[src/rtl/chip8_pkg.sv]
// Shared definitions for the chip-8 memory responder slice.
// Holds the request target encoding, the VRAM buffer size and the responder FSM states.
// Imported by the responder top and by the buffer copier.
package chip8_pkg;

  // Request target select carried on req_type_in.
  localparam logic MEM_TYPE_RAM  = 1'b0;
  localparam logic MEM_TYPE_VRAM = 1'b1;

  // One VRAM buffer: 32 rows x 8 column bytes.
  localparam int VRAM_BYTES = 256;

  typedef enum logic [2:0] {
    ST_IDLE      = 3'd0,
    ST_RD_WAIT   = 3'd1,
    ST_COPY_RD   = 3'd2,
    ST_COPY_WAIT = 3'd3,
    ST_COPY_WR   = 3'd4
  } resp_state_e;

endpackage

[src/rtl/chip8_mem_responder_if.sv]
// Request/response bus between one chip-8 memory initiator and the responder.
// master: drives req_*, samples req_ready_out / resp_*. slave: the reverse.
// A request is a single-cycle req_valid_in strobe, legal only while req_ready_out is high.
interface chip8_mem_responder_if;
  logic        req_valid_in;   // one-cycle request strobe
  logic        req_we_in;      // 1 write, 0 read
  logic        req_type_in;    // MEM_TYPE_RAM / MEM_TYPE_VRAM
  logic [15:0] req_addr_in;    // byte address, upper bits ignored by the responder
  logic [7:0]  req_data_in;    // write data
  logic        req_ready_out;  // next request may be issued
  logic        resp_valid_out; // one-cycle read-data pulse
  logic [7:0]  resp_data_out;  // read data, valid with resp_valid_out

  modport master (
    output req_valid_in, req_we_in, req_type_in, req_addr_in, req_data_in,
    input  req_ready_out, resp_valid_out, resp_data_out
  );

  modport slave (
    input  req_valid_in, req_we_in, req_type_in, req_addr_in, req_data_in,
    output req_ready_out, resp_valid_out, resp_data_out
  );
endinterface

[src/rtl/chip8_buffer_copier.sv]
// Copy engine datapath: byte index counter, read-latency wait counter and the VRAM port
// it drives while a display->draw buffer copy is in progress.
// Latency: one byte per (VRAM_LATENCY+1) cycles; phase strobes come from the parent FSM.
// Backpressure: none; the parent holds req_ready low for the whole copy.
// Ports: clk_i/rst_i; start_i clears the index; rd_i/wait_i/wr_i mark the current phase;
//   draw_buf_i is the (already toggled) draw buffer; vram_dout_i is BRAM read data;
//   wait_done_o ends COPY_WAIT; done_o flags the final write; vram_*_o is the copy's port.
module chip8_buffer_copier
  import chip8_pkg::*;
#(
  parameter int VRAM_LATENCY = 2
) (
  input  logic       clk_i,
  input  logic       rst_i,
  input  logic       start_i,
  input  logic       rd_i,
  input  logic       wait_i,
  input  logic       wr_i,
  input  logic       draw_buf_i,
  input  logic [7:0] vram_dout_i,
  output logic       wait_done_o,
  output logic       done_o,
  output logic [8:0] vram_addr_o,
  output logic       vram_we_o,
  output logic [7:0] vram_din_o
);

  // COPY_WAIT lasts VRAM_LATENCY-1 cycles; the counter is loaded in COPY_RD so that it
  // reaches zero in the last wait cycle.
  localparam int WAIT_LOAD = (VRAM_LATENCY > 1) ? (VRAM_LATENCY - 2) : 0;

  logic [7:0] idx_q, idx_d;
  logic [7:0] wait_q, wait_d;

  always_comb begin
    idx_d  = idx_q;
    wait_d = wait_q;
    if (start_i) begin
      idx_d = 8'd0;
    end else if (wr_i) begin
      idx_d = idx_q + 8'd1;
    end
    if (rd_i) begin
      wait_d = 8'(WAIT_LOAD);
    end else if (wait_i && (wait_q != 8'd0)) begin
      wait_d = wait_q - 8'd1;
    end
  end

  always_ff @(posedge clk_i) begin
    if (rst_i) begin
      idx_q  <= 8'd0;
      wait_q <= 8'd0;
    end else begin
      idx_q  <= idx_d;
      wait_q <= wait_d;
    end
  end

  assign wait_done_o = (wait_q == 8'd0);
  assign done_o      = wr_i && (idx_q == 8'(VRAM_BYTES - 1));

  // Read from the display buffer, write the returned byte into the draw buffer.
  assign vram_addr_o = wr_i ? {draw_buf_i, idx_q} : {~draw_buf_i, idx_q};
  assign vram_we_o   = wr_i;
  assign vram_din_o  = wr_i ? vram_dout_i : 8'd0;

endmodule

[src/rtl/chip8_mem_responder.sv]
// Responder end of the chip-8 memory bus: serves RAM and double-buffered VRAM, owns the
// draw/display select and refreshes the draw buffer from the display buffer on swap.
// Latency: writes 0 wait states; reads respond LATENCY+1 cycles after accept; copy 768 cycles.
// Backpressure: req_ready_out low while a read or copy is outstanding; extra requests dropped.
// Ports: clk_in/rst_in; bus (slave) request/response; ram_* and vram_* BRAM ports with
//   registered addr/we/din; swap_in swap pulse; draw_buf_out, copy_busy_out, protocol_err_out.
module chip8_mem_responder
  import chip8_pkg::*;
#(
  parameter int RAM_LATENCY  = 2,
  parameter int VRAM_LATENCY = 2,
  parameter int RAM_AW       = 12
) (
  input  logic                  clk_in,
  input  logic                  rst_in,
  chip8_mem_responder_if.slave  bus,
  output logic [RAM_AW-1:0]     ram_addr_out,
  output logic                  ram_we_out,
  output logic [7:0]            ram_din_out,
  input  logic [7:0]            ram_dout_in,
  output logic [8:0]            vram_addr_out,
  output logic                  vram_we_out,
  output logic [7:0]            vram_din_out,
  input  logic [7:0]            vram_dout_in,
  input  logic                  swap_in,
  output logic                  draw_buf_out,
  output logic                  copy_busy_out,
  output logic                  protocol_err_out
);

  resp_state_e       state_q, state_d;
  logic              ready_q, ready_d;
  logic              resp_valid_q, resp_valid_d;
  logic              copy_busy_q, copy_busy_d;
  logic              draw_buf_q, draw_buf_d;
  logic              swap_pend_q, swap_pend_d;
  logic              perr_q, perr_d;
  logic              rd_type_q, rd_type_d;
  logic [7:0]        cnt_q, cnt_d;
  logic [RAM_AW-1:0] ram_addr_q, ram_addr_d;
  logic              ram_we_q, ram_we_d;
  logic [7:0]        ram_din_q, ram_din_d;
  logic [8:0]        vram_addr_q, vram_addr_d;
  logic              vram_we_q, vram_we_d;
  logic [7:0]        vram_din_q, vram_din_d;

  logic              accept;
  logic              take;
  logic              cp_rd, cp_wait, cp_wr;
  logic              cp_wait_done, cp_done;
  logic [8:0]        cp_vram_addr;
  logic              cp_vram_we;
  logic [7:0]        cp_vram_din;
  logic              unused_addr_bits;

  assign accept = bus.req_valid_in & ready_q;
  // A request accepted this cycle beats a pending swap; the swap waits for a free IDLE cycle.
  assign take    = (state_q == ST_IDLE) & ~accept & swap_pend_q;
  assign cp_rd   = (state_q == ST_COPY_RD);
  assign cp_wait = (state_q == ST_COPY_WAIT);
  assign cp_wr   = (state_q == ST_COPY_WR);

  // Address bits above the decoded range are deliberately ignored (address wraps).
  assign unused_addr_bits = ^bus.req_addr_in;

  chip8_buffer_copier #(
    .VRAM_LATENCY (VRAM_LATENCY)
  ) u_copier (
    .clk_i       (clk_in),
    .rst_i       (rst_in),
    .start_i     (take),
    .rd_i        (cp_rd),
    .wait_i      (cp_wait),
    .wr_i        (cp_wr),
    .draw_buf_i  (draw_buf_q),
    .vram_dout_i (vram_dout_in),
    .wait_done_o (cp_wait_done),
    .done_o      (cp_done),
    .vram_addr_o (cp_vram_addr),
    .vram_we_o   (cp_vram_we),
    .vram_din_o  (cp_vram_din)
  );

  always_comb begin
    state_d      = state_q;
    ready_d      = ready_q;
    resp_valid_d = 1'b0;
    copy_busy_d  = copy_busy_q;
    draw_buf_d   = draw_buf_q;
    swap_pend_d  = swap_pend_q | swap_in;
    perr_d       = perr_q | (bus.req_valid_in & ~ready_q);
    rd_type_d    = rd_type_q;
    cnt_d        = cnt_q;
    ram_addr_d   = ram_addr_q;
    ram_we_d     = 1'b0;
    ram_din_d    = ram_din_q;
    vram_addr_d  = vram_addr_q;
    vram_we_d    = 1'b0;
    vram_din_d   = vram_din_q;

    unique case (state_q)
      ST_IDLE: begin
        if (accept) begin
          if (bus.req_type_in == MEM_TYPE_VRAM) begin
            vram_addr_d = {draw_buf_q, bus.req_addr_in[7:0]};
            vram_we_d   = bus.req_we_in;
            vram_din_d  = bus.req_data_in;
          end else begin
            ram_addr_d = bus.req_addr_in[RAM_AW-1:0];
            ram_we_d   = bus.req_we_in;
            ram_din_d  = bus.req_data_in;
          end
          if (!bus.req_we_in) begin
            state_d   = ST_RD_WAIT;
            ready_d   = 1'b0;
            rd_type_d = bus.req_type_in;
            // Counts down to the last cycle before read data arrives.
            cnt_d     = (bus.req_type_in == MEM_TYPE_VRAM) ? 8'(VRAM_LATENCY - 1)
                                                           : 8'(RAM_LATENCY - 1);
          end
        end else begin
          // Also raises ready on the first cycle out of reset.
          ready_d = 1'b1;
          if (take) begin
            state_d     = ST_COPY_RD;
            ready_d     = 1'b0;
            copy_busy_d = 1'b1;
            draw_buf_d  = ~draw_buf_q;
            swap_pend_d = swap_in;
          end
        end
      end

      ST_RD_WAIT: begin
        if (cnt_q == 8'd0) begin
          state_d      = ST_IDLE;
          resp_valid_d = 1'b1;
          ready_d      = 1'b1;
        end else begin
          cnt_d = cnt_q - 8'd1;
        end
      end

      ST_COPY_RD: begin
        state_d = (VRAM_LATENCY > 1) ? ST_COPY_WAIT : ST_COPY_WR;
      end

      ST_COPY_WAIT: begin
        if (cp_wait_done) begin
          state_d = ST_COPY_WR;
        end
      end

      ST_COPY_WR: begin
        if (cp_done) begin
          state_d     = ST_IDLE;
          ready_d     = 1'b1;
          copy_busy_d = 1'b0;
        end else begin
          state_d = ST_COPY_RD;
        end
      end

      default: begin
        state_d = ST_IDLE;
      end
    endcase
  end

  always_ff @(posedge clk_in) begin
    if (rst_in) begin
      state_q      <= ST_IDLE;
      ready_q      <= 1'b0;
      resp_valid_q <= 1'b0;
      copy_busy_q  <= 1'b0;
      draw_buf_q   <= 1'b0;
      swap_pend_q  <= 1'b0;
      perr_q       <= 1'b0;
      rd_type_q    <= MEM_TYPE_RAM;
      cnt_q        <= 8'd0;
      ram_addr_q   <= '0;
      ram_we_q     <= 1'b0;
      ram_din_q    <= 8'd0;
      vram_addr_q  <= 9'd0;
      vram_we_q    <= 1'b0;
      vram_din_q   <= 8'd0;
    end else begin
      state_q      <= state_d;
      ready_q      <= ready_d;
      resp_valid_q <= resp_valid_d;
      copy_busy_q  <= copy_busy_d;
      draw_buf_q   <= draw_buf_d;
      swap_pend_q  <= swap_pend_d;
      perr_q       <= perr_d;
      rd_type_q    <= rd_type_d;
      cnt_q        <= cnt_d;
      ram_addr_q   <= ram_addr_d;
      ram_we_q     <= ram_we_d;
      ram_din_q    <= ram_din_d;
      vram_addr_q  <= vram_addr_d;
      vram_we_q    <= vram_we_d;
      vram_din_q   <= vram_din_d;
    end
  end

  assign bus.req_ready_out  = ready_q;
  assign bus.resp_valid_out = resp_valid_q;
  // BRAM data arrives in the response cycle itself, so it is passed through, gated to 0.
  assign bus.resp_data_out  = resp_valid_q ? ((rd_type_q == MEM_TYPE_VRAM) ? vram_dout_in
                                                                            : ram_dout_in)
                                           : 8'd0;

  assign ram_addr_out  = ram_addr_q;
  assign ram_we_out    = ram_we_q;
  assign ram_din_out   = ram_din_q;
  assign vram_addr_out = copy_busy_q ? cp_vram_addr : vram_addr_q;
  assign vram_we_out   = copy_busy_q ? cp_vram_we   : vram_we_q;
  assign vram_din_out  = copy_busy_q ? cp_vram_din  : vram_din_q;

  assign draw_buf_out     = draw_buf_q;
  assign copy_busy_out    = copy_busy_q;
  assign protocol_err_out = perr_q;

endmodule

[src/flat_wrapper.sv]
// flat-port wrapper written by rule: the top's interface ports become plain ports
module chip8_mem_responder_flat import chip8_pkg::*;
#(
  parameter int RAM_LATENCY  = 2,
  parameter int VRAM_LATENCY = 2,
  parameter int RAM_AW       = 12
)
  (clk_in, rst_in, ram_addr_out, ram_we_out, ram_din_out, ram_dout_in, vram_addr_out, vram_we_out, vram_din_out, vram_dout_in, swap_in, draw_buf_out, copy_busy_out, protocol_err_out, bus_req_valid_in, bus_req_we_in, bus_req_type_in, bus_req_addr_in, bus_req_data_in, bus_req_ready_out, bus_resp_valid_out, bus_resp_data_out);
  chip8_mem_responder_if bus_i ();
  input  logic clk_in;
  input  logic rst_in;
  output logic [RAM_AW-1:0] ram_addr_out;
  output logic ram_we_out;
  output logic [7:0] ram_din_out;
  input  logic [7:0] ram_dout_in;
  output logic [8:0] vram_addr_out;
  output logic vram_we_out;
  output logic [7:0] vram_din_out;
  input  logic [7:0] vram_dout_in;
  input  logic swap_in;
  output logic draw_buf_out;
  output logic copy_busy_out;
  output logic protocol_err_out;
  input wire logic [$bits(bus_i.req_valid_in)-1:0] bus_req_valid_in;
  input wire logic [$bits(bus_i.req_we_in)-1:0] bus_req_we_in;
  input wire logic [$bits(bus_i.req_type_in)-1:0] bus_req_type_in;
  input wire logic [$bits(bus_i.req_addr_in)-1:0] bus_req_addr_in;
  input wire logic [$bits(bus_i.req_data_in)-1:0] bus_req_data_in;
  output wire logic [$bits(bus_i.req_ready_out)-1:0] bus_req_ready_out;
  output wire logic [$bits(bus_i.resp_valid_out)-1:0] bus_resp_valid_out;
  output wire logic [$bits(bus_i.resp_data_out)-1:0] bus_resp_data_out;
  assign bus_i.req_valid_in = bus_req_valid_in;
  assign bus_i.req_we_in = bus_req_we_in;
  assign bus_i.req_type_in = bus_req_type_in;
  assign bus_i.req_addr_in = bus_req_addr_in;
  assign bus_i.req_data_in = bus_req_data_in;
  assign bus_req_ready_out = bus_i.req_ready_out;
  assign bus_resp_valid_out = bus_i.resp_valid_out;
  assign bus_resp_data_out = bus_i.resp_data_out;
  chip8_mem_responder #(.RAM_LATENCY(RAM_LATENCY), .VRAM_LATENCY(VRAM_LATENCY), .RAM_AW(RAM_AW)) u_core (.clk_in(clk_in), .rst_in(rst_in), .bus(bus_i), .ram_addr_out(ram_addr_out), .ram_we_out(ram_we_out), .ram_din_out(ram_din_out), .ram_dout_in(ram_dout_in), .vram_addr_out(vram_addr_out), .vram_we_out(vram_we_out), .vram_din_out(vram_din_out), .vram_dout_in(vram_dout_in), .swap_in(swap_in), .draw_buf_out(draw_buf_out), .copy_busy_out(copy_busy_out), .protocol_err_out(protocol_err_out));
endmodule
[config.mk]
export PLATFORM = sky130hd
export DESIGN_NAME = chip8_mem_responder_flat
export DESIGN_NICKNAME = d
export VERILOG_FILES = /design/src/rtl/chip8_pkg.sv /design/src/rtl/chip8_mem_responder_if.sv /design/src/rtl/chip8_buffer_copier.sv /design/src/rtl/chip8_mem_responder.sv /design/src/flat_wrapper.sv
export SDC_FILE = /design/constraint.sdc
export NUM_CORES = 1
export LEC_CHECK = 0
export CORE_MARGIN = 1
export CORE_UTILIZATION = 30
export CTS_CLUSTER_SIZE = 30
export DETAILED_ROUTE_END_ITERATION = 10
export DONT_BUFFER_PORTS = 1
export HOLD_SLACK_MARGIN = 0.06
export PLACE_DENSITY = 0.53
export RECOVER_POWER = 25
export SETUP_SLACK_MARGIN = 0.02
export SLEW_MARGIN = 25
export SYNTH_ARGS = -nofsm -noshare
export SYNTH_HDL_FRONTEND = slang
export SYNTH_SLANG_ARGS = --single-unit
export TNS_END_PERCENT = 5
[constraint.sdc]
create_clock -name clk_in -period 2.34 [get_ports clk_in]
set_input_delay 0.468 -clock clk_in [delete_from_list [all_inputs] [get_ports clk_in]]
set_output_delay 0.468 -clock clk_in [all_outputs]
set_load 0.005 [all_outputs]
# [Word level (Yosys, flattened, before mapping)]
# Index checks and enable logic that the tools add are counted.
[word_totals] regBits=73 in_bits=46 out_inout_bits=52 word_cells=102
[classes] addsub=3 eq_ne=15 muxes=32 n_bitwise=13 n_reduce_logical=22
[ops] cell="2-to-1 mux 8 bit" count=7
[ops] cell="2-to-1 mux 9 bit" count=2
[ops] cell="logical NOT 8 bit" count=2
[ops] cell="one-hot mux 8 bit (2 select lines)" count=1
[ops] cell="AND reduction 4 bit" count=4
[ops] cell="subtractor 8 x 1 -> 8 bit (second input constant)" count=2
[ops] cell="2-to-1 mux 3 bit" count=5
[ops] cell="one-hot mux 3 bit (5 select lines)" count=1
[ops] cell="2-to-1 mux 1 bit" count=13
[ops] cell="AND reduction 3 bit" count=4
[ops] cell="inequality test 2 x 1 -> 1 bit (second input constant)" count=5
[ops] cell="adder 8 x 1 -> 8 bit (second input constant)" count=1
[ops] cell="equality test 8 bit (second input constant)" count=1
[ops] cell="nonzero test 8 bit" count=1
[ops] cell="OR reduction 4 bit" count=2
[ops] cell="NOT 1 bit" count=7
[ops] cell="equality test 3 x 2 -> 1 bit (second input constant)" count=2
[ops] cell="inequality test 2 bit (second input constant)" count=3
[ops] cell="OR reduction 2 bit" count=3
[ops] cell="AND 1 bit" count=4
[ops] cell="nonzero test 2 bit" count=2
[ops] cell="equality test 3 x 1 -> 1 bit (second input constant)" count=1
[ops] cell="equality test 3 bit (second input constant)" count=1
[ops] cell="logical NOT 3 bit" count=1
[ops] cell="8 further kinds" count=10

# [Longest topological paths before layout]
[depth] word_depth=7 mapped_depth=7 depth_no_buf=6

# [Cells and area by module]
# From an unflattened synthesis, not the netlist that was laid out.
[unflattened] hier_cells=428 hier_area_um2=3517.1
[by_module_without_submodules] module="chip8_mem_responder" instances=1 cells_per_inst=322 area_each_um2=2660.1 seq_area_each_um2=1141.1
[by_module_without_submodules] module="chip8_buffer_copier" instances=1 cells_per_inst=106 area_each_um2=857.1 seq_area_each_um2=320.3

# [Worst setup path after synthesis]
# OpenSTA, ideal clock, no wires.
[synth_path] kind="reg-to-output" from="register u_core.copy_busy_q, in the netlist u_core.copy_busy_out" to="output port vram_din_out[0]" arrival_ns=1.262 t_required_ns=1.872 slack_ns=0.610 path_stages_with_launch=5 path_buffers=2 path_cell_list="dfxtp_1 -> clkbuf_1 -> buf_2 -> clkinv_1 -> o2bb2ai_1"
[synth_via] elab_chain_cells=1
[synth_lines] element="start, declared" line_no="chip8_mem_responder.sv:34" source="logic copy_busy_q, copy_busy_d;"
[synth_lines] element="start signal, assigned" line_no="chip8_mem_responder.sv:191" source="copy_busy_q <= copy_busy_d;"
[synth_lines] element="2-to-1 mux 8 bit" line_no="chip8_mem_responder.sv:218" source="assign vram_din_out = copy_busy_q ? cp_vram_din : vram_din_q;"
[synth_lines] element="end, declared" line_no="flat_wrapper.sv:18" source="output logic [7:0] vram_din_out;"
# No other way between the ends.

# [Worst setup path in the final report]
[layout_path] from="register u_core.state_q[0]" to="output port vram_we_out"
[layout_via] elab_chain_cells=2
[layout_lines] element="start, declared" line_no="chip8_mem_responder.sv:31" source="resp_state_e state_q, state_d;"
[layout_lines] element="start signal, assigned" line_no="chip8_mem_responder.sv:188" source="state_q <= state_d;"
[layout_lines] element="equality test 3 bit" line_no="chip8_mem_responder.sv:61" source="assign cp_wr = (state_q == ST_COPY_WR);"
[layout_lines] element="2-to-1 mux 1 bit" line_no="chip8_mem_responder.sv:217" source="assign vram_we_out = copy_busy_q ? cp_vram_we : vram_we_q;"
[layout_lines] element="end, declared" line_no="flat_wrapper.sv:17" source="output logic vram_we_out;"
# No other way between the ends.

==> impl_metrics.ini <==
[floorplanning]
die-area_mm2 = 0.0123
core_mm2 = 0.0115
start_util_pct = 30.9
die_w_um = 111
die_y_um = 111
fp-row-count = 39
boundaryPins = 98

[clock_tree]
clk_latency_ns = 0.33
clockRootBuffer = clkbuf_16
post_cts_buffers = 0
h-tree-depth = 3
clk_pin_slew_ns = 0.06
cts_buffers = 9
clk_path_buf_depth = 2
cts_tree = yes
clock-sinks = 73

[pwr]
irDropWorstVdd_v = 0.000346
p_sw_mw = 1.02
combinationalPowerShare_pct = 18.0
p_int_mw = 2.31
swShare_pct = 30.6
power.density_mw_per_mm2 = 846
pwr-share-seq_pct = 44.5
p_total_mw = 3.33
p_clk_share_pct = 37.4
cellLeakagePower_nw = 1.36

[timing]
maxSlewViolCount = 0
final_hold_viol_count = 0
slew_headroom_pct = 59.2
min_period_over_period_pct = 90.3
min_period_ns = 2.11
timing.fmax_ghz = 0.473
final-setup-viol-count = 0
fin_setup_tns_ns = 0
grt_setup_unrepaired = false
clock_skew_ns = 0.00502
worst_pin_slew_ns = 0.610

[finish]
fillCellCount = 1153
antenna_cells = 0
multiInputGateArea_mm2 = 0.00192
nNetsFinal = 464
seqCellArea_mm2 = 0.00146
layout-drive-gt1-share_pct = 14.4
final_core_util_pct = 34.3
area_growth_pct = 11.1

[critical_path]
crit_arrival_ns = 1.65
reg2reg_slack_ns = 0.54
crit_type = reg2out
cp.required_ns = 1.87
r2r-start = u_core.cnt_q[0]$_SDFFE_PP0P_
reg2reg_depth = 6
r2r_end = u_core.cnt_q[5]$_SDFFE_PP0P_
endpoint_kind = output port
crit_path_start_kind = register
worst-path-max-fanout = 13

[routing]
routed_wl_um = 8740
dr.first_iter.drc_count = 147
drtPass1Iterations = 4
ant_nets = 0
wire_per_inst_um = 15.6
vias = 2882
drc = 0
routed_via_density = 5.14

[global_routing]
grt_start_max_net_pins = 51
antenna_found_initial = 0
grt_pass1_wl_um = 14200
grt_pass1_vias = 2750
grt_remaining_overflow = 0
grt.total_usage_pct = 14.6

[synthesis]
synth_top_area_cell = dfxtp_1
synth_area_mm2 = 0.00354
ys_seq_area_share_pct = 41.2
yosysTopAreaCellShare_pct = 41.2
yosysUniqueCellTypes = 56
synthCells = 416
synth-edff-count = 0
synth_flop_cell = dfxtp_1
async_flop_share_pct = 0
synth_fp_nets = 467
yosysWarnings = 0
synth-seq-cells = 73
synth_area_leaders = dfxtp_1 41%, nand2_1 10%, a21oi_1 5.6%
avgSynthCellArea_um2 = 8.52

[place]
dpl.hpwl_um = 6330
io_buffer_count = 0
place.gp.congestion = 0.779

[hold_path]
hold_class = in2reg
holdPathEnd = u_core.protocol_err_out$_SDFF_PP0_
holdCritStartpoint = rst_in
holdPathStages = 1

[outcome]
status = complete, no violations

[run]
drv_cap = 0
==> critical path: stages (launching register included) <==
cell and delay (ns):
dfxtp_1 0.69, nor3b_2 0.14, buf_4 0.19, mux2_2 0.30
==> synthesized netlist by cell type (all sizes together) (7+ instances only) <==
library cell,count
o2bb2ai,8
nor2,29
xnor2,13
buf,10
a21oi,49
a211oi,7
mux2,10
nor2b,8
clkbuf,11
inv,13
mux2i,9
nand2,98
dfxtp,73
==> metal layers <==
metal	global-route usage (%)	vias to the layer above	routed length, um	share of wire [%]
li1	-	1435	-	-
met2	21.0	76	3810	44
met5	0	-	0	0
met1	20.0	1355	4290	49
met3	3.72	16	442	5.1
met4	7.38	0	203	2.3
==> worst max path at each step <==
stage	from	end	slack [ns]
3_5_place_dp	u_core.state_q[0]$_SDFFE_PP0P_	vram_din_out[6]	0.43
6_report	u_core.state_q[0]$_SDFFE_PP0P_	vram_we_out	0.23
4_1_cts	u_core.state_q[0]$_SDFFE_PP0P_	vram_din_out[6]	0.07
2_1_floorplan	u_core.copy_busy_out$_SDFFE_PP0P_	vram_din_out[0]	0.61
3_3_place_gp	u_core.state_q[0]$_SDFFE_PP0P_	vram_din_out[6]	0.46
5_1_grt	u_core.state_q[0]$_SDFFE_PP0P_	vram_we_out	0.16
==> registers in the layout (all words and copies together), names as in the netlist, 3 cells and up <==
name and flops:
u_core.state_q 3, u_core.cnt_q 8, u_core.vram_din_q 8, u_core.ram_addr_out 12
u_core.u_copier.idx_q 8, u_core.u_copier.wait_q 8, u_core.vram_addr_q 9, u_core.ram_din_out 8
==> metrics by stage <==
stage	hold slack, ns	cells	area [um2]	worst slack, ns
floorplan	0.434	416	3540	0.610
global placement	0.441	545	3660	0.463
detailed placement	0.448	545	3660	0.431
CTS	0.201	561	3940	0.0746
finish	0.213	561	3940	0.227
global route	0.199	561	3940	0.159
==> area by class of cell <==
class | instances | share of cell area, %
Clock buffer | 10 | 5.81
Clock inverter | 6 | 1.08
Inverter | 14 | 1.33
Multi-Input combinational cell | 308 | 48.8
Sequential cell | 73 | 37.1
Tap cell | 143 | 4.54
Timing Repair Buffer | 7 | 1.33
==> cells in the final DEF (no fill, tap or decap), drive strengths merged, types with 6 or more instances in the layout <==
master   count
nor2b        8
o31ai        6
or4          6
a21oi       49
clkbuf      10
nor4         6
nand3        6
nand2       98
xnor2       13
mux2        10
nor2        29
o2bb2ai      8
inv         15
dfxtp       73
buf          7
a211oi       7
mux2i        9
==> logic make-up (layout without fill, tap and decap cells) <==
group / count (synthesis) / in the layout / synth area share [%]
adder cells (fa/ha/maj): 5 / 5 / 1.76
buffers and inverters: 35 / 37 / 4.80
flip-flops: 73 / 73 / 41.2
multiplexers: 19 / 19 / 5.72
XOR/XNOR: 16 / 16 / 3.95
AO/OA/AOI/OAI: 86 / 86 / 16.4
AND/OR/NAND/NOR: 182 / 182 / 26.2
==> power groups by stage <==
stage	clock network (mW)	logic [mW]	registers, mW
floorplan	0	0.546	1.44
detailed placement	0	0.601	1.51
finish	1.25	0.601	1.48
global placement	0	0.591	1.51
global route	1.35	0.685	1.50
CTS	1.28	0.604	1.48
==> timing repair <==
action	4_1_cts	5_1_grt
endpoints found under the setup margin	0	4
gates resized for setup	0	1
hold buffers	0	0
Note: power is estimated with default switching activity, not from simulation.
